===== src/rtl/gnrl_dconv_pkg.sv =====
// gnrl_dconv_pkg: shared definitions for the gnrl_dconv_accum downconverter.
//   - state_e      : converter state encoding (IDLE, RUN)
//   - LO_SIGN_TBL  : fs/4 sign-only LO table indexed by effective phase,
//                    bit 1 = negate I, bit 0 = negate Q
//   - acc_width_ok : width sanity check, accumulator must hold ADC_WIDTH+2 bits
package gnrl_dconv_pkg;

  typedef enum logic {
    ST_IDLE = 1'b0,
    ST_RUN  = 1'b1
  } state_e;

  // Phase 0:(+,+) 1:(+,-) 2:(-,-) 3:(-,+); entry [3] is the leftmost element.
  localparam logic [3:0][1:0] LO_SIGN_TBL = {2'b10, 2'b11, 2'b01, 2'b00};

  function automatic bit acc_width_ok(input int acc_w, input int adc_w);
    return acc_w >= adc_w + 2;
  endfunction

endpackage


===== src/rtl/gnrl_dconv_mixer.sv =====
// gnrl_dconv_mixer: DC removal, LO phase counter and sign application.
// Produces registered I/Q products plus an accept flag and a block-end tag.
// Ports:
//   CLK, RESET      clock, asynchronous active-high reset
//   clr             clear phase counter and pipeline (converter disabled)
//   accept          sample accepted this cycle
//   last            accepted sample is the final one of its block
//   adc_data_in     unsigned ADC sample
//   dc_subtractor   signed DC offset
//   lo_phase_ofs    LO phase offset in 90 degree steps
//   prod_i_p1/q_p1  registered signed products (ADC_WIDTH+2 bits)
//   vld_p1, last_p1 registered accept flag and block-end tag
module gnrl_dconv_mixer
  import gnrl_dconv_pkg::*;
#(
  parameter int ADC_WIDTH = 14
) (
  input  logic                        CLK,
  input  logic                        RESET,
  input  logic                        clr,
  input  logic                        accept,
  input  logic                        last,
  input  logic        [ADC_WIDTH-1:0] adc_data_in,
  input  logic signed [ADC_WIDTH:0]   dc_subtractor,
  input  logic        [1:0]           lo_phase_ofs,
  output logic signed [ADC_WIDTH+1:0] prod_i_p1,
  output logic signed [ADC_WIDTH+1:0] prod_q_p1,
  output logic                        vld_p1,
  output logic                        last_p1
);

  localparam int MW = ADC_WIDTH + 2;

  logic signed [MW-1:0] ac;
  logic        [1:0]    eff_ph;
  logic        [1:0]    sgn;
  logic        [1:0]    p_d, p_q;
  logic signed [MW-1:0] prod_i_d, prod_i_q, prod_q_d, prod_q_q;
  logic                 vld_d, vld_q, last_d, last_q;

  always_comb begin
    // Two extra bits keep the difference and its negation in range.
    ac       = $signed({2'b00, adc_data_in}) - $signed({dc_subtractor[ADC_WIDTH], dc_subtractor});
    eff_ph   = p_q + lo_phase_ofs;
    sgn      = LO_SIGN_TBL[eff_ph];
    p_d      = p_q;
    prod_i_d = '0;
    prod_q_d = '0;
    vld_d    = 1'b0;
    last_d   = 1'b0;
    if (clr) begin
      p_d = '0;
    end else if (accept) begin
      p_d      = p_q + 2'd1;
      prod_i_d = sgn[1] ? -ac : ac;
      prod_q_d = sgn[0] ? -ac : ac;
      vld_d    = 1'b1;
      last_d   = last;
    end
  end

  // Stage 1: mixed products
  always_ff @(posedge CLK or posedge RESET) begin
    if (RESET) begin
      p_q      <= '0;
      prod_i_q <= '0;
      prod_q_q <= '0;
      vld_q    <= 1'b0;
      last_q   <= 1'b0;
    end else begin
      p_q      <= p_d;
      prod_i_q <= prod_i_d;
      prod_q_q <= prod_q_d;
      vld_q    <= vld_d;
      last_q   <= last_d;
    end
  end

  assign prod_i_p1 = prod_i_q;
  assign prod_q_p1 = prod_q_q;
  assign vld_p1    = vld_q;
  assign last_p1   = last_q;

endmodule


===== src/rtl/gnrl_dconv_accum.sv =====
// gnrl_dconv_accum: fs/4 quadrature downconverter with integrate-and-dump.
// Build option: GNRL_DCONV_SATURATE_EN - clamp the accumulators on overflow
// instead of wrapping; ovf is raised in both builds.
// Ports:
//   CLK, RESET        clock, asynchronous active-high reset
//   adc_data_in       unsigned ADC sample, qualified by adc_valid
//   dc_subtractor     signed DC offset removed from every sample
//   conv_en           enable; low returns to IDLE and clears all state
//   lo_phase_ofs      LO phase offset in 90 degree steps
//   decim_len         samples per block (0 behaves as 1), latched per block
//   out_i, out_q      signed block sums, held between dumps
//   out_valid         one-cycle pulse per completed block
//   ovf               sticky accumulator overflow flag
module gnrl_dconv_accum
  import gnrl_dconv_pkg::*;
#(
  parameter int ADC_WIDTH = 14,
  parameter int ACC_WIDTH = 32,
  parameter int LEN_WIDTH = 16
) (
  input  logic                        CLK,
  input  logic                        RESET,
  input  logic        [ADC_WIDTH-1:0] adc_data_in,
  input  logic                        adc_valid,
  input  logic signed [ADC_WIDTH:0]   dc_subtractor,
  input  logic                        conv_en,
  input  logic        [1:0]           lo_phase_ofs,
  input  logic        [LEN_WIDTH-1:0] decim_len,
  output logic signed [ACC_WIDTH-1:0] out_i,
  output logic signed [ACC_WIDTH-1:0] out_q,
  output logic                        out_valid,
  output logic                        ovf
);

  localparam int MW = ADC_WIDTH + 2;

  if (!acc_width_ok(ACC_WIDTH, ADC_WIDTH)) begin : g_width_chk
    $error("gnrl_dconv_accum: ACC_WIDTH must be at least ADC_WIDTH+2");
  end

`ifdef GNRL_DCONV_SATURATE_EN
  localparam logic signed [ACC_WIDTH-1:0] ACC_MAX = {1'b0, {(ACC_WIDTH-1){1'b1}}};
  localparam logic signed [ACC_WIDTH-1:0] ACC_MIN = {1'b1, {(ACC_WIDTH-1){1'b0}}};
`endif

  // Returns {overflow, sum}; the sum clamps or wraps depending on the build.
  function automatic logic [ACC_WIDTH:0] add_acc(input logic signed [ACC_WIDTH-1:0] a,
                                                 input logic signed [ACC_WIDTH-1:0] b);
    logic signed [ACC_WIDTH-1:0] s;
    logic                        ov;
    s  = a + b;
    ov = (a[ACC_WIDTH-1] == b[ACC_WIDTH-1]) && (s[ACC_WIDTH-1] != a[ACC_WIDTH-1]);
`ifdef GNRL_DCONV_SATURATE_EN
    if (ov) s = a[ACC_WIDTH-1] ? ACC_MIN : ACC_MAX;
`endif
    return {ov, s};
  endfunction

  state_e                      state_d, state_q;
  logic        [LEN_WIDTH-1:0] cnt_d, cnt_q, len_d, len_q, len_norm, eff_len;
  logic                        accept, clr, last;
  logic signed [MW-1:0]        prod_i_p1, prod_q_p1;
  logic                        vld_p1, last_p1;
  logic signed [ACC_WIDTH-1:0] ext_i, ext_q;
  logic        [ACC_WIDTH:0]   add_i, add_q;
  logic signed [ACC_WIDTH-1:0] acc_inph_d, acc_inph_q, acc_quad_d, acc_quad_q;
  logic signed [ACC_WIDTH-1:0] dump_inph_d, dump_inph_q, dump_quad_d, dump_quad_q;
  logic                        dump_p2_d, dump_p2_q;
  logic signed [ACC_WIDTH-1:0] out_i_d, out_i_q, out_q_d, out_q_q;
  logic                        out_valid_d, out_valid_q, ovf_d, ovf_q;

  // Block counter: length is latched on the first sample of every block.
  always_comb begin
    clr      = !conv_en;
    accept   = (state_q == ST_RUN) && conv_en && adc_valid;
    len_norm = (decim_len == '0) ? LEN_WIDTH'(1) : decim_len;
    eff_len  = (cnt_q == '0) ? len_norm : len_q;
    last     = ({1'b0, cnt_q} + (LEN_WIDTH+1)'(1)) == {1'b0, eff_len};
    state_d  = conv_en ? ST_RUN : ST_IDLE;
    cnt_d    = cnt_q;
    len_d    = len_q;
    if (clr) begin
      cnt_d = '0;
      len_d = '0;
    end else if (accept) begin
      cnt_d = last ? '0 : cnt_q + LEN_WIDTH'(1);
      len_d = eff_len;
    end
  end

  gnrl_dconv_mixer #(
    .ADC_WIDTH(ADC_WIDTH)
  ) u_mixer (
    .CLK          (CLK),
    .RESET        (RESET),
    .clr          (clr),
    .accept       (accept),
    .last         (last),
    .adc_data_in  (adc_data_in),
    .dc_subtractor(dc_subtractor),
    .lo_phase_ofs (lo_phase_ofs),
    .prod_i_p1    (prod_i_p1),
    .prod_q_p1    (prod_q_p1),
    .vld_p1       (vld_p1),
    .last_p1      (last_p1)
  );

  always_comb begin
    ext_i       = ACC_WIDTH'(prod_i_p1);
    ext_q       = ACC_WIDTH'(prod_q_p1);
    add_i       = add_acc(acc_inph_q, ext_i);
    add_q       = add_acc(acc_quad_q, ext_q);
    acc_inph_d  = acc_inph_q;
    acc_quad_d  = acc_quad_q;
    dump_inph_d = dump_inph_q;
    dump_quad_d = dump_quad_q;
    dump_p2_d   = 1'b0;
    out_i_d     = out_i_q;
    out_q_d     = out_q_q;
    out_valid_d = 1'b0;
    ovf_d       = ovf_q;
    if (vld_p1) begin
      if (last_p1) begin
        // Final sample goes straight into the dump; the next block starts clean.
        dump_inph_d = add_i[ACC_WIDTH-1:0];
        dump_quad_d = add_q[ACC_WIDTH-1:0];
        acc_inph_d  = '0;
        acc_quad_d  = '0;
        dump_p2_d   = 1'b1;
      end else begin
        acc_inph_d  = add_i[ACC_WIDTH-1:0];
        acc_quad_d  = add_q[ACC_WIDTH-1:0];
      end
      if (add_i[ACC_WIDTH] || add_q[ACC_WIDTH]) ovf_d = 1'b1;
    end
    if (dump_p2_q) begin
      out_i_d     = dump_inph_q;
      out_q_d     = dump_quad_q;
      out_valid_d = 1'b1;
    end
    // Disabling drops any block in flight; the last published result stays.
    if (clr) begin
      acc_inph_d  = '0;
      acc_quad_d  = '0;
      dump_inph_d = '0;
      dump_quad_d = '0;
      dump_p2_d   = 1'b0;
      out_i_d     = out_i_q;
      out_q_d     = out_q_q;
      out_valid_d = 1'b0;
      ovf_d       = 1'b0;
    end
  end

  // Stage 2: accumulate / dump, then publish
  always_ff @(posedge CLK or posedge RESET) begin
    if (RESET) begin
      state_q     <= ST_IDLE;
      cnt_q       <= '0;
      len_q       <= '0;
      acc_inph_q  <= '0;
      acc_quad_q  <= '0;
      dump_inph_q <= '0;
      dump_quad_q <= '0;
      dump_p2_q   <= 1'b0;
      out_i_q     <= '0;
      out_q_q     <= '0;
      out_valid_q <= 1'b0;
      ovf_q       <= 1'b0;
    end else begin
      state_q     <= state_d;
      cnt_q       <= cnt_d;
      len_q       <= len_d;
      acc_inph_q  <= acc_inph_d;
      acc_quad_q  <= acc_quad_d;
      dump_inph_q <= dump_inph_d;
      dump_quad_q <= dump_quad_d;
      dump_p2_q   <= dump_p2_d;
      out_i_q     <= out_i_d;
      out_q_q     <= out_q_d;
      out_valid_q <= out_valid_d;
      ovf_q       <= ovf_d;
    end
  end

  assign out_i     = out_i_q;
  assign out_q     = out_q_q;
  assign out_valid = out_valid_q;
  assign ovf       = ovf_q;

endmodule


===== config.mk =====
export PLATFORM = sky130hd
export DESIGN_NAME = gnrl_dconv_accum
export DESIGN_NICKNAME = d
export VERILOG_FILES = /design/src/rtl/gnrl_dconv_pkg.sv /design/src/rtl/gnrl_dconv_mixer.sv /design/src/rtl/gnrl_dconv_accum.sv
export SDC_FILE = /design/constraint.sdc
export NUM_CORES = 1
export LEC_CHECK = 0
export ABC_AREA = 1
export BUFFER_PORTS_ARGS = -buffer_cell sky130_fd_sc_hd__buf_4
export CAP_MARGIN = 20
export CORE_MARGIN = 8
export CORE_UTILIZATION = 64
export CTS_BUF_LIST = sky130_fd_sc_hd__clkbuf_4 sky130_fd_sc_hd__clkbuf_8
export DETAILED_ROUTE_END_ITERATION = 10
export GPL_TIMING_DRIVEN = 0
export HOLD_SLACK_MARGIN = 0.03
export MAX_ROUTING_LAYER = met4
export PLACE_DENSITY = 0.84
export SYNTH_ARGS = -nofsm -noshare
export SYNTH_HDL_FRONTEND = slang
export SYNTH_SLANG_ARGS = --single-unit
export TNS_END_PERCENT = 50

===== constraint.sdc =====
create_clock -name CLK -period 23.7 [get_ports CLK]
set_clock_uncertainty 0.15 [all_clocks]
set_input_delay 2.37 -clock CLK [delete_from_list [all_inputs] [get_ports CLK]]
set_output_delay 2.37 -clock CLK [all_outputs]
set_load 0.02 [all_outputs]

==> results_dict.tcl <==
set metrics [dict create \
    crit_path_end "u_mixer.prod_i_p1[10]" \
    cp_max_fo 4 \
    cts_buffers 44 \
    slew_viol_final 0 \
    io_pins 117 \
    drt-pass1-iter-count 6 \
    drcViolationCount 0 \
    r2r_slack_ns 20.69 \
    end_kind "flop" \
    ir_worst_vdd_uv 49.1 \
    ys_warn_count 0 \
    antenna_found_initial 0 \
    gr-usage-met2_pct 52.3 \
    multi_input_area_um2 8060 \
    final.min_clock_period_ns 4.65 \
    grt_usage_pct 31.5 \
    rows 57 \
    synth_edf_count 0 \
    fill_cells 1897 \
    routed_via_density 5.72 \
    clock_sink_count 263 \
    ys_ff_latch 263 \
    synthCells 2166 \
    post-route-period-util_pct 19.6 \
    drtAntennaViolNets 0 \
    critPathKind "in2reg" \
    clock_path_buffers 3 \
    reg2reg_from "u_mixer.prod_i_p1[0]" \
    nNetsFinal 2464 \
    relSlewSlack_pct 34.6 \
    syn_area_um2 15900 \
    critPathLaunchType "input pin" \
    drtIter0Drc 1253 \
    post-cts-setup-buffer-count 0 \
    met3_usage_pct 5.62 \
    cts_resized 0 \
    synth_area_leader_cell "dfrtp_1" \
    dp_hpwl_mm 34.7 \
    muxShareOfSynthArea_pct 0 \
    ys_types 48 \
    reg2reg_depth 11 \
    synthAdderAreaFrac_pct 6.66 \
    grt_overflow_total 0 \
    worst-endpoint-arrival_ns 4.97 \
    cellPowerDensity_nw_per_um2 58.3 \
    core_region_area_um2 24400 \
    grt_max_degree 105 \
    synth_top_family_by_area "simple AND/OR/NAND/NOR gates" \
    fp.dieH_um 174 \
    clk_latency_ns 0.58 \
    synth-simple-area-share_pct 28.5 \
    synth-compound-area-share_pct 12.5 \
    cts_tree "done" \
    htree_num_levels 2 \
    portBuffers 116 \
    gp_congestion 0.947 \
    required_ns 24.01 \
    setup.worst_path.start "adc_data_in[0]" \
    synthArstFlopShare_pct 100 \
    tightest_slew_ns 0.977 \
    min_path_type "reg2reg" \
    setup_viol 0 \
    cts_hold_buf 0 \
    synth_fp_nets 2300 \
    reg2reg_to "dump_inph_q[24]" \
    area_growth_syn_to_layout_pct 14.7 \
    n_antenna_cell 0 \
    start_util_pct 65.3 \
    outcome "complete, no violations" \
    via_count 15400 \
    wl_per_cell_um 17.2 \
    grt_setup_unrepaired "no" \
    fmax_ghz 0.215 \
    grt_pass1_wl_mm 76.7 \
    fin_setup_tns_ns 0 \
    yosys.area.top_type_share_pct 41.3 \
    grt_util_met1_pct 37.9 \
    die_x_um 174 \
    path_clk_slew_ns 0.06 \
    cap_violations 0 \
    totalWireLength_mm 46.2 \
    synth_xor_area_share_pct 2.91 \
    grt_pass1_vias 15300 \
    top_usage_layer "met2" \
    syn_area_per_cell_um2 7.35 \
    power.total_mw 1.06 \
    whs_path_depth 2 \
    cts_root_buf "clkbuf_8" \
    hold_viol 0 \
    synth_area_leaders "dfrtp_1 41%, nand2_1 16%, inv_1 6.6%" \
    synth_ff_type "dfrtp_1" \
    p_leak_nw 9.73 \
    drive_gt1_share_pct 10.4 \
    ys_seq_area_share_pct 41.3 \
    ff_latch_area_um2 6580 \
    dieArea_um2 30200 \
]
cells in the mapped netlist (2+ instances only):
library cell / number
nor2_1: 150
o31ai_1: 4
inv_2: 3
and2_1: 5
ha_1: 80
buf_4: 2
a211oi_1: 2
a21oi_1: 106
nand4_1: 26
a21boi_0: 7
xor2_1: 27
nand3_2: 4
xnor2_1: 24
buf_6: 2
o21ai_0: 167
nand2_1: 663
o21a_1: 5
clkbuf_1: 48
o21bai_1: 5
or2_2: 11
fa_1: 3
nor3_1: 19
inv_1: 278
a32o_1: 3
o211ai_1: 3
clkinv_1: 3
nor2_2: 8
nand2_2: 8
nor2_4: 4
a21o_1: 6
nand3_1: 142
dfrtp_1: 263
o22ai_1: 53
nand3b_1: 18
layer usage:
layer | wire [µm] | vias to the layer above
met4 | 1700 | 0
li1 | - | 7367
met2 | 22300 | 639
met1 | 18900 | 7235
met3 | 3300 | 130
met5 | 0 | -
cell type report:
| type | count | share of cell area, % |
|---|---|---|
| multi-input combinational | 1566 | 44.1 |
| sequential | 263 | 36.0 |
| inverter | 284 | 5.88 |
| timing repair buffer | 118 | 5.07 |
| clock buffer | 66 | 4.60 |
| tap | 324 | 2.22 |
| buffer | 53 | 1.21 |
| clock inverter | 14 | 0.857 |
worst min path at each step:
stage / from / to / slack [ns]
floorplan: dump_inph_q[16] / out_i[16] / 0.29
global placement: dump_inph_q[17] / out_i[17] / 0.30
detailed placement: dump_inph_q[19] / out_i[19] / 0.31
CTS: dump_inph_q[19] / out_i[19] / 0.32
global route: dump_inph_q[24] / out_i[24] / 0.35
finish: dump_inph_q[19] / out_i[19] / 0.32
placed cells by master (no fill, tap or decap), drive strengths merged, types with 19 or more instances in the layout:
master / synthesis / layout
a21oi: 106 / 106
buf: 5 / 123
clkbuf: 48 / 114
dfrtp: 263 / 263
ha: 80 / 80
inv: 281 / 283
nand2: 672 / 672
nand3: 147 / 147
nand3b: 19 / 19
nand4: 26 / 26
nor2: 162 / 162
nor3: 21 / 21
o21ai: 168 / 168
o22ai: 53 / 53
xnor2: 24 / 24
xor2: 28 / 28
critical path, stage by stage:
cell and delay [ns]:
buf_4 0.08, inv_1 0.03, ha_1 0.17, inv_1 0.12, fa_1 0.43, inv_1 0.14, ha_1 0.20, inv_1 0.05
nor2_1 0.11, nand3_1 0.16, nor2_1 0.13, nand3_1 0.12, nor3_1 0.40, nand2_1 0.09, nand2_1 0.10, nand3_1 0.07
nand2_1 0.15, inv_1 0.06
stage by stage:
stage	instance area [µm²]	setup WS (ns)	util [%]	hold slack (ns)	instances
3_3_place_gp	17200	11.52	70.5	0.300	2606
3_5_place_dp	17300	18.47	70.8	0.307	2608
6_report	18300	19.05	74.9	0.318	2688
2_1_floorplan	15900	13.94	-	0.292	2166
4_1_cts	18300	19.05	74.9	0.320	2688
5_1_grt	18300	18.75	74.9	0.350	2688
cells by family after synthesis:
logic type / after synthesis
fa+ha+maj: 83
flops: 263
simple gates: 1066
compound gates: 365
buf+inv: 337
xor+xnor: 52
state kept, by name, summed over array words and instances, names as in the netlist, 2 cells and up:
| register | flops |
|---|---|
| dump_quad_q | 32 |
| acc_quad_q | 32 |
| acc_inph_q | 32 |
| cnt_q | 16 |
| out_i | 32 |
| u_mixer.prod_q_p1 | 15 |
| len_q | 16 |
| u_mixer.prod_i_p1 | 16 |
| dump_inph_q | 32 |
| out_q | 32 |
| u_mixer.p_q | 2 |
power by group:
group | internal (mW) | switching [mW] | leakage, nW
registers | 0.459 | 0.00757 | 3.62
clock network | 0.261 | 0.192 | 0.533
logic | 0.0469 | 0.0974 | 5.57
total | 0.767 | 0.297 | 9.73
No activity file was read; power rests on OpenSTA's default activity.
